<file path="config.mk">
export PLATFORM = sky130hd
export DESIGN_NAME = uart_receive_datapath_flat
export DESIGN_NICKNAME = d
export VERILOG_FILES = /design/src/rtl/uart_pkg.sv /design/src/rtl/uart_receive_datapath_if.sv /design/src/rtl/uart_rx_majority_vote.sv /design/src/rtl/uart_receive_datapath.sv /design/src/flat_wrapper.sv
export SDC_FILE = /design/constraint.sdc
export NUM_CORES = 1
export LEC_CHECK = 0
export BUFFER_PORTS_ARGS = -buffer_cell sky130_fd_sc_hd__buf_2
export CORE_ASPECT_RATIO = 1.4
export CORE_UTILIZATION = 48
export DETAILED_ROUTE_END_ITERATION = 8
export PLACE_DENSITY = 0.75
export SLEW_MARGIN = 10
export SYNTH_ARGS = -nofsm -noshare
export SYNTH_HDL_FRONTEND = slang
export SYNTH_HIERARCHICAL = 1
export SYNTH_SLANG_ARGS = --single-unit
export TNS_END_PERCENT = 100
</file>
<file path="constraint.sdc">
create_clock -name pclk -period 9 [get_ports pclk]
set_clock_uncertainty 0.2 [all_clocks]
set_input_delay 0.9 -clock pclk [delete_from_list [all_inputs] [get_ports pclk]]
set_output_delay 0.9 -clock pclk [all_outputs]
set_load 0.03 [all_outputs]
</file>
<file path="src/rtl/uart_pkg.sv">
// Shared definitions for the UART receive datapath.
// - wls encodings and the data-bit count they select
// - frame sizing constants
// - the packed status word carried alongside each received character
package uart_pkg;

    localparam logic [1:0] WLS_5 = 2'b00;
    localparam logic [1:0] WLS_6 = 2'b01;
    localparam logic [1:0] WLS_7 = 2'b10;
    localparam logic [1:0] WLS_8 = 2'b11;

    // Longest frame: 8 data + parity + stop.
    localparam int FRAME_MAX   = 10;
    localparam int FRAME_CNT_W = 4;

    typedef struct packed {
        logic pe;
        logic fe;
        logic bi;
        logic ne;
    } rx_status_t;

    function automatic logic [FRAME_CNT_W-1:0] data_bits_f(input logic [1:0] wls);
        logic [FRAME_CNT_W-1:0] n;
        case (wls)
            WLS_5:   n = FRAME_CNT_W'(5);
            WLS_6:   n = FRAME_CNT_W'(6);
            WLS_7:   n = FRAME_CNT_W'(7);
            WLS_8:   n = FRAME_CNT_W'(8);
            default: n = FRAME_CNT_W'(5);
        endcase
        return n;
    endfunction

    // Captured samples per frame: data bits, optional parity, one stop bit.
    function automatic logic [FRAME_CNT_W-1:0] frame_len_f(input logic [1:0] wls,
                                                           input logic       pen);
        return data_bits_f(wls) + FRAME_CNT_W'(pen) + FRAME_CNT_W'(1);
    endfunction

endpackage

</file>
<file path="src/rtl/uart_receive_datapath_if.sv">
// Strobe/feedback bundle between the UART receive FSM and its datapath.
// master : the FSM (drives strobes, reads line/frame status)
// slave  : the datapath (reads strobes, drives line/frame status)
// The strobes are single-cycle enables sampled on pclk; there is no
// back-pressure, the datapath acts on every cycle a strobe is high.
interface uart_receive_datapath_if;
    logic voting_shift_en;
    logic receive_shift_en;
    logic receive_frame_counter_en;
    logic receive_frame_counter_clear;
    logic error_check;
    logic uart_break;
    logic receive_load_en;

    logic uart_rxd_sync;
    logic rx_data;
    logic all_zero;
    logic receive_done;

    modport master (
        output voting_shift_en, receive_shift_en, receive_frame_counter_en,
               receive_frame_counter_clear, error_check, uart_break, receive_load_en,
        input  uart_rxd_sync, rx_data, all_zero, receive_done
    );

    modport slave (
        input  voting_shift_en, receive_shift_en, receive_frame_counter_en,
               receive_frame_counter_clear, error_check, uart_break, receive_load_en,
        output uart_rxd_sync, rx_data, all_zero, receive_done
    );
endinterface

</file>
<file path="src/rtl/uart_rx_majority_vote.sv">
// Line front end: SYNC_STAGES-flop synchroniser, 3-sample vote register and
// majority decision.
// Ports: clk, rst (sync, active high), line (raw rxd), shift_en (take a
// sample), unanimous (only with UART_RX_NOISE_DETECT_EN), line_sync, vote.
module uart_rx_majority_vote #(
    parameter int SYNC_STAGES = 2
) (
    input  logic clk,
    input  logic rst,
    input  logic line,
    input  logic shift_en,
`ifdef UART_RX_NOISE_DETECT_EN
    output logic unanimous,
`endif
    output logic line_sync,
    output logic vote
);

    // Idle line is high, so everything resets to ones to avoid a false start.
    logic [SYNC_STAGES-1:0] sync_ff;
    logic [2:0]             vote_sr;

    always_ff @(posedge clk) begin
        if (rst) begin
            sync_ff <= '1;
            vote_sr <= '1;
        end else begin
            sync_ff <= {sync_ff[SYNC_STAGES-2:0], line};
            if (shift_en) begin
                vote_sr <= {vote_sr[1:0], sync_ff[SYNC_STAGES-1]};
            end
        end
    end

    assign line_sync = sync_ff[SYNC_STAGES-1];
    assign vote      = (vote_sr[0] & vote_sr[1]) | (vote_sr[0] & vote_sr[2]) |
                       (vote_sr[1] & vote_sr[2]);

`ifdef UART_RX_NOISE_DETECT_EN
    assign unanimous = (&vote_sr) | (~|vote_sr);
`endif

endmodule

</file>
<file path="src/rtl/uart_receive_datapath.sv">
// UART receive datapath: line sampling, frame assembly, parity/framing/break
// checks and the character commit to the downstream receive buffer.
// Ports: pclk, preset (sync, active high), uart_rxd (async line),
//   wls/pen/eps/sp (line config, latched while the counter is cleared),
//   fsm (strobes in / line+frame status out),
//   rx_char, rx_pe, rx_fe, rx_bi, rx_ne, rx_load (committed character).
// rx_load is a one-cycle valid with no ready: the buffer must take rx_char
// and the flags in that cycle; they then hold until the next load.
// Optional: define UART_RX_NOISE_DETECT_EN to build the noise flag (rx_ne);
// otherwise rx_ne is constant 0.
module uart_receive_datapath
    import uart_pkg::*;
#(
    parameter int SYNC_STAGES = 2,
    parameter int DATA_MAX    = 8
) (
    input  logic                    pclk,
    input  logic                    preset,
    input  logic                    uart_rxd,
    input  logic [1:0]              wls,
    input  logic                    pen,
    input  logic                    eps,
    input  logic                    sp,
    uart_receive_datapath_if.slave  fsm,
    output logic [DATA_MAX-1:0]     rx_char,
    output logic                    rx_pe,
    output logic                    rx_fe,
    output logic                    rx_bi,
    output logic                    rx_ne,
    output logic                    rx_load
);

    logic [1:0]             cfg_wls;
    logic                   cfg_pen, cfg_eps, cfg_sp;
    logic [FRAME_CNT_W-1:0] frame_cnt, data_bits, frame_len;
    logic [FRAME_MAX-1:0]   frame_sr, sr_next, len_mask, data_mask, data_v;
    logic                   frame_fresh;
    logic                   line_sync, vote_bit, noise_now;
    logic                   pbit, pe_now, fe_now, pe_q, fe_q, pe_use, fe_use;
    logic                   brk_seen, brk_now;
    rx_status_t             status_q;

`ifdef UART_RX_NOISE_DETECT_EN
    logic vote_unanimous;
`endif

    uart_rx_majority_vote #(.SYNC_STAGES(SYNC_STAGES)) u_vote (
        .clk       (pclk),
        .rst       (preset),
        .line      (uart_rxd),
        .shift_en  (fsm.voting_shift_en),
`ifdef UART_RX_NOISE_DETECT_EN
        .unanimous (vote_unanimous),
`endif
        .line_sync (line_sync),
        .vote      (vote_bit)
    );

    assign fsm.uart_rxd_sync = line_sync;
    assign fsm.rx_data       = vote_bit;

    // Config is only sampled while the counter is held clear, so a frame in
    // flight always sees the settings it started with.
    always_ff @(posedge pclk) begin
        if (preset) begin
            cfg_wls <= WLS_5;
            cfg_pen <= 1'b0;
            cfg_eps <= 1'b0;
            cfg_sp  <= 1'b0;
        end else if (fsm.receive_frame_counter_clear) begin
            cfg_wls <= wls;
            cfg_pen <= pen;
            cfg_eps <= eps;
            cfg_sp  <= sp;
        end
    end

    assign data_bits = data_bits_f(cfg_wls);
    assign frame_len = frame_len_f(cfg_wls, cfg_pen);
    assign len_mask  = ~({FRAME_MAX{1'b1}} << frame_len);
    assign data_mask = ~({FRAME_MAX{1'b1}} << data_bits);
    assign data_v    = frame_sr & data_mask;

    always_ff @(posedge pclk) begin
        if (preset) begin
            frame_cnt <= '0;
        end else if (fsm.receive_frame_counter_clear) begin
            frame_cnt <= '0;
        end else if (fsm.receive_frame_counter_en && (frame_cnt != frame_len)) begin
            frame_cnt <= frame_cnt + FRAME_CNT_W'(1);
        end
    end

    // Bits left over from an aborted frame are discarded on the first
    // capture of the next frame rather than at clear time.
    always_comb begin
        sr_next = frame_fresh ? '0 : frame_sr;
        if (frame_cnt < FRAME_CNT_W'(FRAME_MAX)) begin
            sr_next[frame_cnt] = vote_bit;
        end
    end

    always_ff @(posedge pclk) begin
        if (preset) begin
            frame_sr    <= '0;
            frame_fresh <= 1'b1;
        end else begin
            if (fsm.receive_shift_en) begin
                frame_sr <= sr_next;
            end
            if (fsm.receive_frame_counter_clear) begin
                frame_fresh <= 1'b1;
            end else if (fsm.receive_shift_en) begin
                frame_fresh <= 1'b0;
            end
        end
    end

    assign fsm.receive_done = (frame_cnt == frame_len);
    assign fsm.all_zero     = ~|(frame_sr & len_mask);

    assign pbit   = frame_sr[data_bits];
    assign pe_now = cfg_sp ? (cfg_pen & (pbit != ~cfg_eps))
                           : (cfg_pen & ((^data_v) ^ pbit ^ ~cfg_eps));
    assign fe_now = ~frame_sr[frame_len - FRAME_CNT_W'(1)];

    // Same-cycle check and load must see this cycle's result, not the register.
    assign pe_use  = fsm.error_check ? pe_now : pe_q;
    assign fe_use  = fsm.error_check ? fe_now : fe_q;
    assign brk_now = brk_seen | fsm.uart_break;

    always_ff @(posedge pclk) begin
        if (preset) begin
            pe_q     <= 1'b0;
            fe_q     <= 1'b0;
            brk_seen <= 1'b0;
        end else begin
            if (fsm.error_check) begin
                pe_q <= pe_now;
                fe_q <= fe_now;
            end
            if (rx_load) begin
                brk_seen <= 1'b0;
            end else if (fsm.uart_break) begin
                brk_seen <= 1'b1;
            end
        end
    end

`ifdef UART_RX_NOISE_DETECT_EN
    logic clr_q, noise_q;

    always_ff @(posedge pclk) begin
        if (preset) begin
            clr_q   <= 1'b0;
            noise_q <= 1'b0;
        end else begin
            clr_q <= fsm.receive_frame_counter_clear;
            if (fsm.receive_frame_counter_clear && !clr_q) begin
                noise_q <= 1'b0;
            end else if (fsm.receive_shift_en && !vote_unanimous) begin
                noise_q <= 1'b1;
            end
        end
    end

    assign noise_now = noise_q;
`else
    assign noise_now = 1'b0;
`endif

    always_ff @(posedge pclk) begin
        if (preset) begin
            rx_char  <= '0;
            status_q <= '0;
            rx_load  <= 1'b0;
        end else begin
            rx_load <= fsm.receive_load_en;
            if (fsm.receive_load_en) begin
                rx_char     <= brk_now ? '0 : DATA_MAX'(data_v[7:0]);
                status_q.pe <= pe_use & ~brk_now;
                status_q.fe <= fe_use | brk_now;
                status_q.bi <= brk_now;
                status_q.ne <= noise_now;
            end
        end
    end

    assign rx_pe = status_q.pe;
    assign rx_fe = status_q.fe;
    assign rx_bi = status_q.bi;
    assign rx_ne = status_q.ne;

endmodule

</file>
<file path="src/flat_wrapper.sv">
// flat-port wrapper written by rule: the top's interface ports become plain ports
module uart_receive_datapath_flat import uart_pkg::*;
#(
    parameter int SYNC_STAGES = 2,
    parameter int DATA_MAX    = 8
)
  (pclk, preset, uart_rxd, wls, pen, eps, sp, rx_char, rx_pe, rx_fe, rx_bi, rx_ne, rx_load, fsm_voting_shift_en, fsm_receive_shift_en, fsm_receive_frame_counter_en, fsm_receive_frame_counter_clear, fsm_error_check, fsm_uart_break, fsm_receive_load_en, fsm_uart_rxd_sync, fsm_rx_data, fsm_all_zero, fsm_receive_done);
  uart_receive_datapath_if fsm_i ();
  input  logic pclk;
  input  logic preset;
  input  logic uart_rxd;
  input  logic [1:0] wls;
  input  logic pen;
  input  logic eps;
  input  logic sp;
  output logic [DATA_MAX-1:0] rx_char;
  output logic rx_pe;
  output logic rx_fe;
  output logic rx_bi;
  output logic rx_ne;
  output logic rx_load;
  input wire logic [$bits(fsm_i.voting_shift_en)-1:0] fsm_voting_shift_en;
  input wire logic [$bits(fsm_i.receive_shift_en)-1:0] fsm_receive_shift_en;
  input wire logic [$bits(fsm_i.receive_frame_counter_en)-1:0] fsm_receive_frame_counter_en;
  input wire logic [$bits(fsm_i.receive_frame_counter_clear)-1:0] fsm_receive_frame_counter_clear;
  input wire logic [$bits(fsm_i.error_check)-1:0] fsm_error_check;
  input wire logic [$bits(fsm_i.uart_break)-1:0] fsm_uart_break;
  input wire logic [$bits(fsm_i.receive_load_en)-1:0] fsm_receive_load_en;
  output wire logic [$bits(fsm_i.uart_rxd_sync)-1:0] fsm_uart_rxd_sync;
  output wire logic [$bits(fsm_i.rx_data)-1:0] fsm_rx_data;
  output wire logic [$bits(fsm_i.all_zero)-1:0] fsm_all_zero;
  output wire logic [$bits(fsm_i.receive_done)-1:0] fsm_receive_done;
  assign fsm_i.voting_shift_en = fsm_voting_shift_en;
  assign fsm_i.receive_shift_en = fsm_receive_shift_en;
  assign fsm_i.receive_frame_counter_en = fsm_receive_frame_counter_en;
  assign fsm_i.receive_frame_counter_clear = fsm_receive_frame_counter_clear;
  assign fsm_i.error_check = fsm_error_check;
  assign fsm_i.uart_break = fsm_uart_break;
  assign fsm_i.receive_load_en = fsm_receive_load_en;
  assign fsm_uart_rxd_sync = fsm_i.uart_rxd_sync;
  assign fsm_rx_data = fsm_i.rx_data;
  assign fsm_all_zero = fsm_i.all_zero;
  assign fsm_receive_done = fsm_i.receive_done;
  uart_receive_datapath #(.SYNC_STAGES(SYNC_STAGES), .DATA_MAX(DATA_MAX)) u_core (.pclk(pclk), .preset(preset), .uart_rxd(uart_rxd), .wls(wls), .pen(pen), .eps(eps), .sp(sp), .fsm(fsm_i), .rx_char(rx_char), .rx_pe(rx_pe), .rx_fe(rx_fe), .rx_bi(rx_bi), .rx_ne(rx_ne), .rx_load(rx_load));
endmodule
</file>
# --- Yosys cells after proc, flatten, opt, wreduce, memory -nomap -nowiden ---
# Index checks and enable logic that the tools add are counted.
totals:
  out_inout_bits: 17
  mem_count: 0
  rom_bits: 0
  latch_bits: 0
  ramBits: 0
  regBits: 40
  inputBits: 15
  wordCells: 75
op_classes:
  n_mul: 0
  eq_ne: 6
  n_div: 0
  muxes: 14
  bitwise_logic: 19
  add_sub_neg: 4
  shift: 2
  n_reduce_logical: 8
  magnitude_cmp: 5
op_table:
  columns: ["op", "n"]
  rows:
  - ["10-bit bitwise AND", 2]
  - ["10-bit 2-to-1 mux", 2]
  - ["10-bit NOT", 2]
  - ["10-bit by 4-bit << shifter with 10-bit output (first input constant)", 2]
  - ["4-bit one-hot mux with 4 select lines", 1]
  - ["4-bit by 5-bit less-than comparator with 1-bit output (second input constant)", 3]
  - ["10-bit bitwise mux", 1]
  - ["10-bit OR reduction", 1]
  - ["10-bit parity", 1]
  - ["4-bit by 1-bit adder with 4-bit output (second input constant)", 2]
  - ["1-bit binary-select mux with 4-bit select", 2]
  - ["8-bit 2-to-1 mux", 1]
  - ["1-bit bitwise AND", 6]
  - ["1-bit 2-to-1 mux", 6]
  - ["4-bit by 1-bit adder with 4-bit output", 1]
  - ["1-bit demux with 4-bit select", 1]
  - ["2-bit == test (second input constant)", 2]
  - ["4-bit == test", 1]
  - ["4-bit by 1-bit greater-or-equal comparator with 1-bit output (second input constant)", 1]
  - ["4-bit less-than comparator (second input constant)", 1]
  - ["4-bit != test", 1]
  - ["1-bit bitwise OR", 4]
  - ["2-bit OR reduction", 2]
  - ["4-bit by 1-bit subtractor with 4-bit output (second input constant)", 1]
  - ["7 further kinds", 11]

# --- Depth between registers and ports, before layout ---
# Gate-level depths: netlist (run 1).
depth:
  word_depth: 12
  ltp_mapped: 15
  ltp_nobuf: 14

# --- Cells and area by module ---
# Netlist (run 1), hierarchy kept.
by_module_without_submodules:
  columns: ["mod", "seq_area_each_um2", "cells_each", "area_each_um2", "instances"]
  rows:
  - ["uart_receive_datapath", 700.7, 222, 1960.6, 1]
  - ["uart_rx_majority_vote", 100.1, 14, 167.7, 1]

# --- Worst setup path before layout (run 1) ---
# No wires, ideal clock.
synth_path:
  path_kind: "register to output"
  start: "register u_core.cfg_wls[0]"
  end: "output port fsm_all_zero"
  stages_incl_launch_ff: 16
  path_buffers: 1
  arrival_ps: 3292
  slack_ps: 4608
  t_required_ps: 7900
  path_cell_list: "dfxtp_1 -> buf_6 -> inv_1 -> ha_1 -> nor2_1 -> ha_1 -> inv_1 -> fa_1 -> inv_1 -> ha_1 -> ha_1 -> inv_1 -> a221o_1 -> a21oi_1 -> nor2_1 -> nor4_1"
synth_via:
  elab_chain_len: 9
  elab_cells_between_ends: 12
  classes_between: "add/sub: 2; eq/ne: 3; shift: 1; mux: 1; bitwise: 2; reduce/logical: 3"
synth_lines:
  columns: ["element", "line_no", "source"]
  rows:
  - ["start, declared", "uart_receive_datapath.sv:33", "logic [1:0] cfg_wls;"]
  - ["start signal, assigned", "uart_receive_datapath.sv:71", "cfg_wls <= wls;"]
  - ["2-bit == test (tied with other cells)", "uart_pkg.sv:25", "case (wls)"]
  - ["4-bit one-hot mux with 4 select lines *", "uart_pkg.sv:25", null]
  - ["4-bit by 1-bit adder with 4-bit output * (2 in a row)", "uart_pkg.sv:38", "return data_bits_f(wls) + FRAME_CNT_W'(pen) + FRAME_CNT_W'(1);"]
  - ["10-bit by 4-bit << shifter with 10-bit output *", "uart_receive_datapath.sv:80", "assign len_mask = ~({FRAME_MAX{1'b1}} << frame_len);"]
  - ["10-bit NOT *", "uart_receive_datapath.sv:80", null]
  - ["10-bit bitwise AND *", "uart_receive_datapath.sv:120", "assign fsm.all_zero = ~|(frame_sr & len_mask);"]
  - ["10-bit OR reduction *", "uart_receive_datapath.sv:120", null]
  - ["1-bit zero test *", "uart_receive_datapath.sv:120", null]
  - ["end, declared", "flat_wrapper.sv:31", "output wire logic [$bits(fsm_i.all_zero)-1:0] fsm_all_zero;"]
# Mark *: on every way between the ends. The rest lies on a longest branch, timed or not.

# --- Final worst setup path (run 1) ---
# Same ends and word-level chain as after synthesis.

==> summary.md, run 1 <==
| Metric | Value |
|---|---|
| Routed wire length | `4480 um` |
| Layout Cells excl Fill | `323` |
| Largest net degree at the start of global routing | `42` |
| Post-synth top flop | `dfxtp_1` |
| Max Fclk | `218 MHz` |
| Inst Count DP | `315` |
| Seq cells post-synth | `40` |
| Synth Warn # | `6` |
| Final Max Tran Viols | `0` |
| Total CTS buffers | `5` |
| Post-synth EDFFs | `0` |
| Synth Area per Inst | `9.02 um^2` |
| Die ar. | `4710 um^2` |
| Sequential-to-total area share from yosys stat | `0.376` |
| # fillers | `417` |
| DR iter-0 viols | `74` |
| HPWL after DPL | `3330 um` |
| Overall power | `372 uW` |
| Final nets | `292` |
| # IOs | `32` |
| Worst r2r src | `u_core/cfg_wls[0]` |
| VDD IR max | `0.0955 mV` |
| Antenna viol nets, final | `0` |
| Leak pwr | `1.01 nW` |
| Minimum clock period | `4590 ps` |
| Max clock buf depth | `2` |
| Die Width | `58.3 um` |
| Delay of the slowest critical-path stage | `590 ps` |
| Num rows | `28` |
| Final period util | `0.510` |
| Worst Setup Start Kind | `flip-flop` |
| Critical path endpoint category | `primary output` |
| Routed WL per cell | `13.9 um` |
| Hold Vio Cnt, Final | `0` |
| Status | `finished clean` |
| Slowest stage cell, crit path | `dfxtp_1` |
| Worst reg2reg path endpoint | `u_core/rx_fe` |
| Vias in the first global route | `1647` |
| Ys async rst share | `0` |
| Initial antenna violation count | `0` |
| Pwr/cell area | `155 nW/um^2` |
| Root buf cell | `clkbuf_8` |
| Die Y-Extent | `80.8 um` |
| Syn nets | `266` |
| All-layer global routing usage | `0.203` |
| Gr ovfl total | `0` |
| Kind of critical path | `flip-flop to primary output` |
| IO buf count | `30` |
| DRT Pass-1 Iters | `6` |
| Sequential cell area | `801 um^2` |
| Diode count | `0` |
| Synth area leaders | `dfxtp_1, ha_1, nor2_1, a21oi_1, inv_1` |
| TritonCTS clock tree | `yes` |
| Core outline area | `4240 um^2` |
| WP data required | `7900 ps` |
| Worst path arrival time | `3490 ps` |
| Area leader, netlist | `dfxtp_1` |
| Final Setup Violations | `0` |
| Slew margin rel. | `0.533` |
| FF-to-FF setup slack | `5300 ps` |
| Multi-input logic area | `1190 um^2` |
| CTS Hold Bufs | `0` |
| Post-CTS setup buffers | `0` |
| Count leader, synth | `dfxtp_1` |
| Post-CTS Resized | `0` |
| Worst-margin pin slew | `700 ps` |
| Maxcap violations | `0` |
| Drt drc | `0` |
| Setup TNS | `0 ps` |
| Syn Inst Count | `236` |
| Critical path depth in cells | `15` |
| Post-synth cell types | `44` |
| Via count | `1775` |
| Worst setup endpoint | `fsm_all_zero` |
| Mapped cell area | `2130 um^2` |
| Share of layout cells above drive strength 1 | `0.179` |
| Worst-path fanout max | `10` |
| P&R area growth vs syn | `12.5%` |
| Worst Reg-to-Reg Cells | `12` |
| Avg Vias per Cell | `5.50` |
| CP cell instances | `inv_1, ha_1, nor2_1, ha_1, inv_1, fa_1, inv_1, ha_1, ha_1, inv_1, a221o_1, a21oi_1, nor2_1, nor4_1, buf_2` |
| Share of the synthesized area in the top cell type | `0.376` |
| Crit path buf inv count | `5` |
| Clk Latency, worst-skew pair | `290 ps` |
| CP startpoint | `u_core/cfg_wls[0]` |
| CTS H-Tree Depth | `2` |
| Final GP Congestion | `0.851` |
| Family with the most delay on the worst path | `adder cells` |
| Clk slew on worst S/H paths | `80 ps` |
| Path type of the worst min-delay path | `flip-flop to flip-flop` |
| Starting Density | `0.502` |
| First-pass GRT wire length | `7390 um` |
| CTS sink count | `40` |
| Post-synth top cells | `dfxtp_1, nor2_1, a21oi_1` |
| RSZ-0062 raised after global routing | `no` |
[layout make-up]
type                            instances  share of cell area
Multi-Input combinational cell        165               0.498
Sequential cell                        40               0.334
Timing Repair Buffer                   31              0.0658
Clock buffer                            6              0.0345
Tap cell                               60              0.0313
Inverter                               19              0.0298
Clock inverter                          2             0.00627
[cells by family after synthesis]
| logic type | Yosys count | share of synthesized area |
|---|---|---|
| buffers and inverters | 31 | 0.0635 |
| XOR/XNOR | 12 | 0.0623 |
| adder cells (fa/ha/maj) | 16 | 0.0964 |
| AO/OA/AOI/OAI | 55 | 0.164 |
| multiplexers | 12 | 0.0752 |
| AND/OR/NAND/NOR | 69 | 0.160 |
| other | 1 | 0.00176 |
| flip-flops | 40 | 0.376 |
[stage by stage]
stage,setup slack (ps),instance area [um^2],util,hold slack (ps)
finish,4410,2390,0.565,214
global route,4160,2390,0.565,240
CTS,4420,2390,0.565,219
detailed placement,4770,2300,0.542,200
global placement,4890,2300,0.542,197
floorplan,4610,2130,-,189
[per-layer routing]
metal | wire (um) | part of all wire | GRT usage | up-vias
met2 | 2320 | 0.52 | 0.375 | 38
met5 | 0 | 0 | 0 | -
met4 | 163 | 0.036 | 0.100 | 0
met3 | 125 | 0.028 | 0.0398 | 16
met1 | 1870 | 0.42 | 0.218 | 851
li1 | - | - | - | 870
[worst min path at each step]
stage | slack (ps) | startpoint | cells after the start | endpoint
final | 210 | u_core/u_vote/sync_ff[0] | 1 | u_core/u_vote/sync_ff[1]
after global routing | 240 | u_core/rx_load | 1 | u_core/brk_seen
after CTS | 220 | u_core/u_vote/sync_ff[0] | 1 | u_core/u_vote/sync_ff[1]
after detailed placement | 200 | u_core/u_vote/sync_ff[0] | 1 | u_core/u_vote/sync_ff[1]
after global placement | 200 | u_core/u_vote/sync_ff[0] | 1 | u_core/u_vote/sync_ff[1]
after floorplan | 190 | u_core/u_vote/sync_ff[0] | 1 | u_core/u_vote/sync_ff[1]
[worst reg2reg max path: cells and delay by family (launching register included)]
family | cells | cell delay (ps)
fa+ha+maj | 4 | 1310
compound gates | 3 | 670
flops | 1 | 590
mux | 2 | 560
buf+inv | 2 | 170
simple gates | 1 | 130
[where the power goes]
part	switching [mW]	internal, mW	total [mW]
Clock	0.0644	0.0620	0.126
Sequential	0.00541	0.182	0.188
Combinational	0.0329	0.0247	0.0576
[flip-flops by register name, indices dropped and copies added, names as in the netlist]
name	count
u_core/frame_sr	10
u_core/rx_char	8
u_core/frame_cnt	4
u_core/u_vote/vote_sr	3
u_core/cfg_wls	2
u_core/u_vote/sync_ff	2
u_core/brk_seen	1
u_core/cfg_eps	1
u_core/cfg_pen	1
u_core/cfg_sp	1
u_core/fe_q	1
u_core/frame_fresh	1
u_core/pe_q	1
u_core/rx_bi	1
u_core/rx_fe	1
u_core/rx_load	1
u_core/rx_pe	1
[layout by cell type (no fill, tap or decap), types with 2 or more instances in the layout]
master,instances
nor2b_1,7
mux4_2,3
a211o_1,4
xor2_1,4
nor4bb_1,2
mux2_2,2
inv_1,19
nor3_1,7
dfxtp_1,40
clkinvlp_4,2
nand2_1,12
ha_1,14
buf_2,30
nor2_1,27
a21oi_1,20
a22oi_1,7
and3_1,2
xnor3_1,2
nand2b_1,2
a32oi_1,4
mux2i_1,7
o21ai_0,11
xnor2_1,6
or2_2,2
clkbuf_8,6
nor3b_1,2
Note: power is estimated with default switching activity, not from simulation.
==> inputs of run 2 (changes only) <==
clock period = 4.67 ns   (was 9 ns; I/O delays follow)
==> run 2 against run 1 <==
Compared with the run above: via count fell by 2.0%; critical path type unchanged; combinational power rose by 93%; routed wire length fell by 2.5%; highest routed layer unchanged.
==> summary.md, run 2 (synthesis gave the netlist of run 1 again) <==
| Metric | Value |
|---|---|
| Status | `finished clean` |
| FF-to-FF setup slack | `1120 ps (-4180 ps)` |
| Total CTS buffers | `5 (unchanged)` |
| Worst r2r src | `u_core/cfg_wls[0]` |
| Final period util | `0.881` |
| Core Util, Final | `0.561 (-0.00384)` |
| Gr ovfl total | `0 (unchanged)` |
| Final Setup Violations | `0 (unchanged)` |
| Commonest cells after routing, fill and taps aside | `dfxtp_1, buf_2, nor2_1` |
| HPWL after DPL | `3210 um (-3.5%)` |
| Clk slew on worst S/H paths | `70 ps (about the same)` |
| Path type of the worst min-delay path | `input port to flip-flop` |
| Drt drc | `0 (unchanged)` |
| Critical path endpoint category | `primary output` |
| Starting Density | `0.502 (unchanged)` |
| CP startpoint | `u_core/cfg_wls[0]` |
| Max reg flops | `10 (unchanged)` |
| CTS Hold Bufs | `0 (unchanged)` |
| DR iter-0 viols | `96 (+30%)` |
| Share of layout cells above drive strength 1 | `0.176 (-0.00313)` |
| Final GP Congestion | `0.825 (-3.0%)` |
| First-pass GRT wire length | `7290 um (-1.4%)` |
| Slew margin rel. | `0.518 (-0.0155)` |
| Delay of the slowest critical-path stage | `570 ps (-20 ps)` |
| Worst-margin pin slew | `724 ps (+23.3 ps)` |
| CP cell instances | `inv_1, ha_1, nor2_1, ha_1, inv_1, fa_1, inv_1, ha_1, ha_1, inv_1, a221o_1, a21oi_1, nor2_1, nor4_1, buf_2` |
| Worst setup endpoint | `fsm_all_zero` |
| Hold Vio Cnt, Final | `0 (unchanged)` |
| Maxcap violations | `0 (unchanged)` |
| Num rows | `28 (unchanged)` |
| Final nets | `292 (unchanged)` |
| Vias in the first global route | `1586 (-3.7%)` |
| P&R area growth vs syn | `11.8%` |
| Slowest stage cell, crit path | `dfxtp_1` |
| Largest net degree at the start of global routing | `42 (unchanged)` |
| Initial antenna violation count | `0 (unchanged)` |
| Worst reg2reg path endpoint | `u_core/rx_fe` |
| WP data required | `4000 ps (-3900 ps)` |
| # IOs | `32 (unchanged)` |
| Core outline area | `4240 um^2 (unchanged)` |
| All-layer global routing usage | `0.203 (-0.000667)` |
| Routed wire length | `4360 um (-2.5%)` |
| Pwr/cell area | `291 nW/um^2 (+87%)` |
| Die Y-Extent | `80.8 um (unchanged)` |
| DRT Pass-1 Iters | `5 (-1)` |
| Hold_ws | `158 ps (-56.3 ps)` |
| Reg with most FFs | `u_core/frame_sr` |
| Post-CTS setup buffers | `0 (unchanged)` |
| Max Fclk | `243 MHz` |
| Most common cell after layout, fill and taps aside | `dfxtp_1` |
| Worst-path fanout max | `10 (unchanged)` |
| Worst Reg-to-Reg Cells | `12 (unchanged)` |
| Clk Latency, worst-skew pair | `290 ps (about the same)` |
| Max clock buf depth | `2 (unchanged)` |
| CTS H-Tree Depth | `2 (unchanged)` |
| Minimum clock period | `4110 ps` |
| Via count | `1740 (-2.0%)` |
| IO buf count | `30 (unchanged)` |
| Setup TNS | `0 ps (unchanged)` |
| Die ar. | `4710 um^2 (unchanged)` |
| Diode count | `0 (unchanged)` |
| CTS sink count | `40 (unchanged)` |
| Post-CTS Resized | `0 (unchanged)` |
| Final Max Tran Viols | `0 (unchanged)` |
| Regs by FF count | `u_core/frame_sr: 10 flops, u_core/rx_char: 8 flops, u_core/frame_cnt: 4 flops` |
| Leak pwr | `1.01 nW (-0.34%)` |
| RSZ-0062 raised after global routing | `no` |
| Inst Count DP | `315 (unchanged)` |
| Root buf cell | `clkbuf_8` |
| TritonCTS clock tree | `yes` |
| Layout Cells excl Fill | `322 (-0.31%)` |
| Worst Setup Start Kind | `flip-flop` |
| Routed WL per cell | `13.6 um (-2.2%)` |
| Die Width | `58.3 um (unchanged)` |
| VDD IR max | `0.278 mV (+190%)` |
| Antenna viol nets, final | `0 (unchanged)` |
| Worst path arrival time | `3450 ps (-40 ps)` |
| Avg Vias per Cell | `5.40 (-1.7%)` |
| Overall power | `691 uW (+86%)` |
| Kind of critical path | `flip-flop to primary output` |
run 2: cell count changes in the layout (fill, tap and decap cells not counted):
cell	before	now
clkbuf_8	6	5
clkinv_2	0	1
clkinvlp_4	2	1
run 2: final cells by class:
type	count	area [um^2]
clock buffer	5	68.8
clock inverter	2	12.5
fill	411	1860
inverter	19	71.3
multi-input combinational	165	1190
sequential	40	801
tap	60	75.1
timing repair buffer	31	158
run 2: power breakdown:
part	internal (mW)	total, mW	switching [mW]	leakage (nW)
Sequential	0.352	0.362	0.0102	0.327
Combinational	0.0476	0.111	0.0631	0.639
Clock	0.101	0.218	0.117	0.0400
run 2: how the worst min path moves through the flow:
stage                                          end                startpoint  cells after the start  slack, ps
after global routing      u_core/u_vote/sync_ff[0]                  uart_rxd                      2        150
after detailed placement  u_core/u_vote/sync_ff[1]  u_core/u_vote/sync_ff[0]                      1        200
after global placement    u_core/u_vote/sync_ff[1]  u_core/u_vote/sync_ff[0]                      1        200
after CTS                 u_core/u_vote/sync_ff[0]                  uart_rxd                      2        150
after floorplan           u_core/u_vote/sync_ff[1]  u_core/u_vote/sync_ff[0]                      1        190
final                     u_core/u_vote/sync_ff[0]                  uart_rxd                      2        160
run 2: per-stage QoR:
stage | setup slack, ps | area [um^2]
5_1_grt | 254 | 2380
2_1_floorplan | 711 | 2130
3_5_place_dp | 905 | 2300
6_report | 556 | 2380
3_3_place_gp | 1020 | 2300
4_1_cts | 565 | 2380
run 2: layer usage:
layer	up-vias	GRT usage	wire, um
met5	-	0	0
met4	0	0.0976	131
met3	12	0.0350	130
met2	42	0.357	2230
met1	810	0.235	1870
li1	876	-	-
run 2: critical path, delay by kind of cell, from the launching register on:
| kind | cells | cell delay, ps |
|---|---|---|
| DFF | 1 | 570 |
| AOI/OAI and AO/OA | 2 | 430 |
| buffers and inverters | 5 | 560 |
| and+or+nand+nor | 3 | 390 |
| adders and majority gates | 5 | 1200 |
